File: src/rtl/trace_pkg.sv
// rtl/trace_pkg.sv - shared trace record type and helpers
package trace_pkg;

   localparam int TRACE_REC_W = 102;

   typedef struct packed {
      logic [31:0] cycle;
      logic [31:0] pc;
      logic [4:0]  rd;
      logic [31:0] data;
      logic        we;
   } trace_rec_t;

   // A write to x0 is architecturally a no-op, so it is never flagged as a write.
   function automatic trace_rec_t make_rec(input logic [31:0] cycle,
                                           input logic [31:0] pc,
                                           input logic [4:0]  rd,
                                           input logic [31:0] data,
                                           input logic        regwrite);
      trace_rec_t r;
      r.cycle = cycle;
      r.pc    = pc;
      r.rd    = rd;
      r.data  = data;
      r.we    = regwrite && (rd != 5'd0);
      return r;
   endfunction

endpackage

File: src/rtl/sync_fifo.sv
// rtl/sync_fifo.sv - single-clock FIFO holding storage, pointers and occupancy
module sync_fifo #(
   parameter int WIDTH = 8,
   parameter int DEPTH = 16
) (
   input  logic                     clk_i,
   input  logic                     rst_i,
   input  logic                     push_i,
   input  logic                     pop_i,
   input  logic [WIDTH-1:0]         wdata_i,
   output logic [WIDTH-1:0]         rdata_o,
   output logic [$clog2(DEPTH):0]   count_o,
   output logic                     full_o,
   output logic                     empty_o
);

   localparam int AW = $clog2(DEPTH);
   localparam logic [AW:0] FULL_CNT = (AW+1)'(DEPTH);

   logic [WIDTH-1:0] mem_q [DEPTH];
   logic [AW-1:0]    wptr_q, wptr_d;
   logic [AW-1:0]    rptr_q, rptr_d;
   logic [AW:0]      count_q, count_d;
   logic             wr_en, rd_en;

   assign full_o  = (count_q == FULL_CNT);
   assign empty_o = (count_q == '0);
   assign count_o = count_q;
   assign rdata_o = mem_q[rptr_q];

   // Accept a pop only when data is held; a write into a full FIFO is allowed if a pop frees the slot.
   always_comb begin
      rd_en   = pop_i && !empty_o;
      wr_en   = push_i && (!full_o || rd_en);
      wptr_d  = wr_en ? wptr_q + AW'(1) : wptr_q;
      rptr_d  = rd_en ? rptr_q + AW'(1) : rptr_q;
      count_d = count_q;
      case ({wr_en, rd_en})
         2'b10:   count_d = count_q + (AW+1)'(1);
         2'b01:   count_d = count_q - (AW+1)'(1);
         default: count_d = count_q;
      endcase
   end

   // Storage is not reset; stale entries are never visible because count gates validity.
   always_ff @(posedge clk_i) begin
      if (wr_en) begin
         mem_q[wptr_q] <= wdata_i;
      end
   end

   // Pointers wrap naturally at the power-of-two depth.
   always_ff @(posedge clk_i) begin
      if (!rst_i) begin
         wptr_q  <= '0;
         rptr_q  <= '0;
         count_q <= '0;
      end else begin
         wptr_q  <= wptr_d;
         rptr_q  <= rptr_d;
         count_q <= count_d;
      end
   end

endmodule

File: src/rtl/wb_trace_buffer.sv
// rtl/wb_trace_buffer.sv - retire trace capture with cycle stamps and drop counting
module wb_trace_buffer
   import trace_pkg::*;
#(
   parameter int DEPTH = 16,
   parameter int OVF_W = 16
) (
   input  logic                     clk,
   input  logic                     rst,
   input  logic                     trace_en,
   input  logic                     wb_valid,
   input  logic [31:0]              wb_pc,
   input  logic [4:0]               wb_rd,
   input  logic [31:0]              wb_data,
   input  logic                     wb_regwrite,
   output logic                     tr_valid,
   input  logic                     tr_ready,
   output logic [31:0]              tr_cycle,
   output logic [31:0]              tr_pc,
   output logic [4:0]               tr_rd,
   output logic [31:0]              tr_data,
   output logic                     tr_we,
   output logic [$clog2(DEPTH):0]   count,
   output logic                     full,
   output logic [OVF_W-1:0]         ovf_cnt
);

   logic [31:0]            cyc_q, cyc_d;
   logic [OVF_W-1:0]       ovf_q, ovf_d;
   logic                   push_req, pop, push, drop;
   logic                   fifo_empty;
   trace_rec_t             wr_rec, rd_rec;
   logic [TRACE_REC_W-1:0] rd_bits;

   assign tr_valid = !fifo_empty;
   assign rd_rec   = rd_bits;
   assign tr_cycle = rd_rec.cycle;
   assign tr_pc    = rd_rec.pc;
   assign tr_rd    = rd_rec.rd;
   assign tr_data  = rd_rec.data;
   assign tr_we    = rd_rec.we;
   assign ovf_cnt  = ovf_q;

   // A retire is dropped only when the buffer is full and nothing leaves this cycle.
   always_comb begin
      push_req = trace_en && wb_valid;
      pop      = tr_valid && tr_ready;
      push     = push_req && (!full || pop);
      drop     = push_req && full && !pop;
      wr_rec   = make_rec(cyc_q, wb_pc, wb_rd, wb_data, wb_regwrite);
      cyc_d    = cyc_q + 32'd1;
      ovf_d    = ovf_q;
      if (drop && (ovf_q != '1)) begin
         ovf_d = ovf_q + OVF_W'(1);
      end
   end

   // Free-running cycle stamp and saturating drop counter.
   always_ff @(posedge clk) begin
      if (!rst) begin
         cyc_q <= '0;
         ovf_q <= '0;
      end else begin
         cyc_q <= cyc_d;
         ovf_q <= ovf_d;
      end
   end

   sync_fifo #(
      .WIDTH (TRACE_REC_W),
      .DEPTH (DEPTH)
   ) u_fifo (
      .clk_i   (clk),
      .rst_i   (rst),
      .push_i  (push),
      .pop_i   (pop),
      .wdata_i (wr_rec),
      .rdata_o (rd_bits),
      .count_o (count),
      .full_o  (full),
      .empty_o (fifo_empty)
   );

endmodule

File: config.mk
export PLATFORM = sky130hd
export DESIGN_NAME = wb_trace_buffer
export DESIGN_NICKNAME = d
export VERILOG_FILES = /design/src/rtl/trace_pkg.sv /design/src/rtl/sync_fifo.sv /design/src/rtl/wb_trace_buffer.sv
export SDC_FILE = /design/constraint.sdc
export NUM_CORES = 1
export LEC_CHECK = 0
export CAP_MARGIN = 40
export CORE_MARGIN = 2
export CORE_UTILIZATION = 61
export DETAILED_ROUTE_END_ITERATION = 12
export GPL_TIMING_DRIVEN = 0
export PLACE_DENSITY_LB_ADDON = 0.25
export SETUP_SLACK_MARGIN = 0.5
export SLEW_MARGIN = 20
export SYNTH_ARGS = -nofsm -noshare
export SYNTH_HDL_FRONTEND = slang
export SYNTH_SLANG_ARGS = --single-unit
File: constraint.sdc
create_clock -name clk -period 20.1 [get_ports clk]
set_input_delay 6.03 -clock clk [delete_from_list [all_inputs] [get_ports clk]]
set_output_delay 6.03 -clock clk [all_outputs]
set_load 0.03 [all_outputs]
==> report_table.html <==
<table>
<tr><th>Metric</th><th>Value</th></tr>
<tr><th colspan="2">Status</th></tr>
<tr><td>Status</td><td>finished, final reports clean</td></tr>
<tr><th colspan="2">Logic synthesis</th></tr>
<tr><td>FF+latch count, synth</td><td>1697</td></tr>
<tr><td>Fraction of registers with async set/reset</td><td>0%</td></tr>
<tr><td>Sequential cell area fraction in the yosys report</td><td>78.2%</td></tr>
<tr><td>Count of unique library cells instantiated by Yosys</td><td>47</td></tr>
<tr><td>Post-synth EDFFs</td><td>1632</td></tr>
<tr><td>Most frequently used flop master after synthesis</td><td>sky130_fd_sc_hd__edfxtp_1</td></tr>
<tr><td>Library cell occupying the most area in the post-synthesis netlist</td><td>sky130_fd_sc_hd__edfxtp_1</td></tr>
<tr><td>Top cells by area in the synthesized netlist</td><td>sky130_fd_sc_hd__edfxtp_1 76%, sky130_fd_sc_hd__mux4_2 18%, sky130_fd_sc_hd__dfxtp_1 2.0%</td></tr>
<tr><td>Synthesized area divided by synthesized cell count</td><td>24.6 µm²</td></tr>
<tr><td>Post-Syn Area</td><td>64300 µm²</td></tr>
<tr><td>Share of the synthesized area in the top cell type</td><td>76.2%</td></tr>
<tr><td>Syn nets</td><td>2700</td></tr>
<tr><td>Yosys warning total</td><td>0</td></tr>
<tr><td>Instance count of the mapped netlist</td><td>2614</td></tr>
<tr><th colspan="2">Global routing</th></tr>
<tr><td>GR Util All Layers</td><td>29.5%</td></tr>
<tr><td>Number of antenna violations at the first check in global routing</td><td>9</td></tr>
<tr><td>Via count of the first global-routing pass</td><td>32.9k</td></tr>
<tr><td>Pin count of the biggest net entering global routing</td><td>32</td></tr>
<tr><td>First-pass GRT wire length</td><td>225000 µm</td></tr>
<tr><td>Global-route congestion overflow total</td><td>0</td></tr>
<tr><th colspan="2">CTS</th></tr>
<tr><td>Source-to-sink clock delay at the later pin of the worst-skew pair</td><td>0.76 ns</td></tr>
<tr><td>Number of buffers created by CTS</td><td>164</td></tr>
<tr><td>Clock tree from TritonCTS</td><td>built</td></tr>
<tr><td>TritonCTS Sinks</td><td>1697</td></tr>
<tr><td>Number of buffers added for setup after CTS</td><td>0</td></tr>
<tr><td>Resized cells post-CTS</td><td>0</td></tr>
<tr><td>Maximum buffer depth of the clock tree</td><td>3</td></tr>
<tr><td>Level count of the clock H-tree</td><td>4</td></tr>
<tr><td>Count of hold buffers inserted by post-cts repair</td><td>0</td></tr>
<tr><td>Clock slew at the register clock pins of the worst setup and hold paths</td><td>0.06 ns</td></tr>
<tr><td>Clock Root Buffer</td><td>sky130_fd_sc_hd__clkbuf_16</td></tr>
<tr><th colspan="2">Critical path</th></tr>
<tr><td>Arrival time at the worst endpoint</td><td>4.51 ns</td></tr>
<tr><td>Kind of end point of the critical path</td><td>output port</td></tr>
<tr><td>Cells traversed along the worst timing path</td><td>buf_2 -&gt; clkbuf_2 -&gt; clkbuf_1 -&gt; mux4_2 -&gt; mux4_2 -&gt; clkdlybuf4s50_1</td></tr>
<tr><td>Worst setup slack for register-to-register paths</td><td>15.96 ns</td></tr>
<tr><td>Top fanout value on the critical path</td><td>10</td></tr>
<tr><td>Stage delay of the slowest cell on the critical path</td><td>0.75 ns</td></tr>
<tr><td>Most frequent cell on the critical path</td><td>sky130_fd_sc_hd__mux4_2</td></tr>
<tr><td>Number of buffers and inverters on the critical path</td><td>4</td></tr>
<tr><td>Crit path required time</td><td>14.07 ns</td></tr>
<tr><td>Category of cells accounting for the largest share of critical-path delay</td><td>buffers and inverters</td></tr>
<tr><td>Startpoint kind of the worst setup timing path</td><td>flop</td></tr>
<tr><td>Start-to-end type of the worst setup path</td><td>reg -&gt; out</td></tr>
<tr><td>Standard cell with the maximum stage delay on the critical path</td><td>sky130_fd_sc_hd__clkbuf_1</td></tr>
<tr><th colspan="2">Drt</th></tr>
<tr><td>Vias per inst</td><td>6.70</td></tr>
<tr><td>Count of nets left with antenna violations after detail routing</td><td>0</td></tr>
<tr><td>1st-iter DRT viols</td><td>4328</td></tr>
<tr><td>Detailed Route WL</td><td>156000 µm</td></tr>
<tr><td>Vias after detailed routing</td><td>31.7k</td></tr>
<tr><td>First-pass detailed-route iteration total</td><td>5</td></tr>
<tr><td>WL/cell</td><td>33.0 µm</td></tr>
<tr><td>DRC violation count after routing</td><td>0</td></tr>
<tr><th colspan="2">Power</th></tr>
<tr><td>Largest voltage drop on the vdd net</td><td>95.9 µV</td></tr>
<tr><td>Cell Pwr Density</td><td>107 nW/µm²</td></tr>
<tr><td>Leakage</td><td>23.9 nW</td></tr>
<tr><th colspan="2">Place</th></tr>
<tr><td>Number of instances in the placed design</td><td>4434</td></tr>
<tr><td>Placed cell areas</td><td>70400 µm²</td></tr>
<tr><td>Post-DP HPWL</td><td>96100 µm</td></tr>
<tr><td>RePlAce Congestion</td><td>0.786</td></tr>
<tr><td>Port Buf Inserts</td><td>199</td></tr>
<tr><th colspan="2">Finish</th></tr>
<tr><td>Area growth from synthesis to layout</td><td>17.7%</td></tr>
<tr><td>Fin util</td><td>72.1%</td></tr>
<tr><td>Final instance area</td><td>75700 µm²</td></tr>
<tr><td>Nets</td><td>3306</td></tr>
<tr><td>Layout cell share with drive strength beyond 1</td><td>31.4%</td></tr>
<tr><td>Final instance count without filler cells</td><td>4731</td></tr>
<tr><th colspan="2">Floorplan</th></tr>
<tr><td>Core Footprint</td><td>105000 µm²</td></tr>
<tr><td>Boundary pin count</td><td>200</td></tr>
<tr><td>Starting density of the core</td><td>61.3%</td></tr>
<tr><td>Floorplan die width</td><td>329 µm</td></tr>
<tr><td>Placement Rows</td><td>119</td></tr>
<tr><td>Die Outline Area</td><td>108000 µm²</td></tr>
<tr><td>DIE HEIGHT</td><td>329 µm</td></tr>
<tr><th colspan="2">STA</th></tr>
<tr><td>Slew at the pin with the worst max-slew slack</td><td>0.915 ns</td></tr>
<tr><td>Setup repair after global routing missed its margin</td><td>no</td></tr>
<tr><td>Worst clock skew</td><td>0.0247 ns</td></tr>
<tr><td>Final worst-path cycle share</td><td>52.5%</td></tr>
<tr><td>Post-layout minimum cycle time</td><td>10.54 ns</td></tr>
<tr><td>Normalized max-slew margin</td><td>39.0%</td></tr>
<tr><td>Final setup violation count</td><td>0</td></tr>
<tr><td>Worst hold margin</td><td>0.519 ns</td></tr>
<tr><td>TNS Setup</td><td>0 ns</td></tr>
<tr><td>Top achievable clock speed</td><td>0.0948 GHz</td></tr>
<tr><td>Final hold violation count</td><td>0</td></tr>
<tr><td>Final number of max-transition violations</td><td>0</td></tr>
<tr><th colspan="2">Min path</th></tr>
<tr><td>Type of the worst min-delay path</td><td>reg -&gt; reg</td></tr>
<tr><th colspan="2">Flow run</th></tr>
<tr><td>Number of max-cap violations</td><td>0</td></tr>
</table>
==> cells in the final DEF, fill, tap and decap left out, types with 5 or more instances in the layout <==
cell and instances:
sky130_fd_sc_hd__edfxtp_1 1632, sky130_fd_sc_hd__buf_6 41, sky130_fd_sc_hd__buf_4 96, sky130_fd_sc_hd__or3_1 5, sky130_fd_sc_hd__buf_16 19, sky130_fd_sc_hd__nor4_2 5
sky130_fd_sc_hd__clkinv_2 14, sky130_fd_sc_hd__nand3_1 21, sky130_fd_sc_hd__xor2_1 10, sky130_fd_sc_hd__o21ai_0 6, sky130_fd_sc_hd__buf_1 10, sky130_fd_sc_hd__buf_12 19
sky130_fd_sc_hd__buf_2 111, sky130_fd_sc_hd__clkbuf_16 172, sky130_fd_sc_hd__nand2_1 14, sky130_fd_sc_hd__xnor2_1 39, sky130_fd_sc_hd__and2_1 52, sky130_fd_sc_hd__nand4_1 19
sky130_fd_sc_hd__ha_1 11, sky130_fd_sc_hd__nor2b_1 7, sky130_fd_sc_hd__dfxtp_1 65, sky130_fd_sc_hd__nor2_1 6, sky130_fd_sc_hd__clkinvlp_4 7, sky130_fd_sc_hd__clkinv_1 21
sky130_fd_sc_hd__clkbuf_8 8, sky130_fd_sc_hd__clkbuf_1 110, sky130_fd_sc_hd__buf_8 6, sky130_fd_sc_hd__nor3_2 5, sky130_fd_sc_hd__and3_1 11, sky130_fd_sc_hd__mux4_2 510
sky130_fd_sc_hd__clkdlybuf4s50_1 199, sky130_fd_sc_hd__inv_1 11, sky130_fd_sc_hd__nand2b_1 5, sky130_fd_sc_hd__bufinv_16 10
==> layer usage <==
metal / vias up / routed length (µm) / track usage, %
met1: 16800 / 57300 / 40.7
met5: - / 61 / 0
met3: 311 / 15200 / 5.72
li1: 12500 / - / -
met4: 10 / 4330 / 9.14
met2: 2041 / 79100 / 48.7
==> flip-flops by register name (all words and copies together) (netlist names), named ones only <==
register,flops
cyc_q,32
ovf_cnt,16
u_fifo.count_o,5
u_fifo.mem_q,1632
u_fifo.rptr_q,4
u_fifo.wptr_q,4
==> tightest hold or removal path: stages (launching register included) <==
cell and delay (ns):
sky130_fd_sc_hd__dfxtp_1 0.34, sky130_fd_sc_hd__nand2_1 0.07, sky130_fd_sc_hd__mux2i_1 0.06
==> report_power, final <==
part / leakage (nW) / switching (W) / total, W / internal, W
clock network: 2.49 / 0.00125 / 0.00297 / 0.00171
registers: 15.4 / 0.0000167 / 0.00391 / 0.00389
logic: 6.06 / 0.000633 / 0.00120 / 0.000566
==> final cells by class <==
class | count | area [µm²]
Multi-Input combinational cell | 776 | 13400
Clock buffer | 224 | 4580
Buffer | 130 | 614
Tap cell | 1391 | 1740
Antenna cell | 4 | 10.0
Inverter | 11 | 41.3
Sequential cell | 1697 | 50300
Timing Repair Buffer | 440 | 4410
Clock inverter | 58 | 562
Fill cell | 5692 | 29300
==> Yosys cell counts (5+ instances only) <==
master                     instances
sky130_fd_sc_hd__buf_6             5
sky130_fd_sc_hd__clkbuf_1         69
sky130_fd_sc_hd__nand2b_1          5
sky130_fd_sc_hd__o21ai_0           6
sky130_fd_sc_hd__edfxtp_1       1632
sky130_fd_sc_hd__buf_1            12
sky130_fd_sc_hd__nor2_1           10
sky130_fd_sc_hd__xor2_1           10
sky130_fd_sc_hd__dfxtp_1          65
sky130_fd_sc_hd__or3_1             5
sky130_fd_sc_hd__buf_2            33
sky130_fd_sc_hd__mux4_2          510
sky130_fd_sc_hd__nand4_1          19
sky130_fd_sc_hd__xnor2_1          39
sky130_fd_sc_hd__nand2_1          14
sky130_fd_sc_hd__buf_4            11
sky130_fd_sc_hd__ha_1             11
sky130_fd_sc_hd__and2_1           56
sky130_fd_sc_hd__nand3_1          21
sky130_fd_sc_hd__and3_1           11
sky130_fd_sc_hd__nor2b_1           7
sky130_fd_sc_hd__nor3_1            5
sky130_fd_sc_hd__inv_1            11
==> per-stage QoR <==
stage               setup slack (ns)  power, W
floorplan                       3.26   0.00476
global placement               -9.38   0.00515
detailed placement             10.24   0.00517
CTS                             9.54   0.00811
global route                    9.53   0.00829
finish                          9.56   0.00807
==> final timing paths <==
kind,to,from,cells after the start
worst max-delay path,tr_pc[19],flop,6
worst min-delay path,u_fifo.count_o[4],u_fifo.count_o[4],2
worst max register to register,u_fifo.mem_q[3][30],u_fifo.count_o[2],15
worst min register to register,u_fifo.count_o[4],u_fifo.count_o[4],2
==> cells by family (layout without fill, tap and decap cells) <==
family          after synthesis  in the layout  share of synthesized area [%]
buf+inv                     141            863                           1.01
flops                      1697           1697                           78.2
other cells                   0              4                              0
compound gates               25             25                          0.253
simple gates                177            177                           1.71
mux                         514            514                           17.9
xor+xnor                     49             49                          0.667
fa+ha+maj                    11             11                          0.214
No activity file was read; power rests on OpenSTA's default activity.
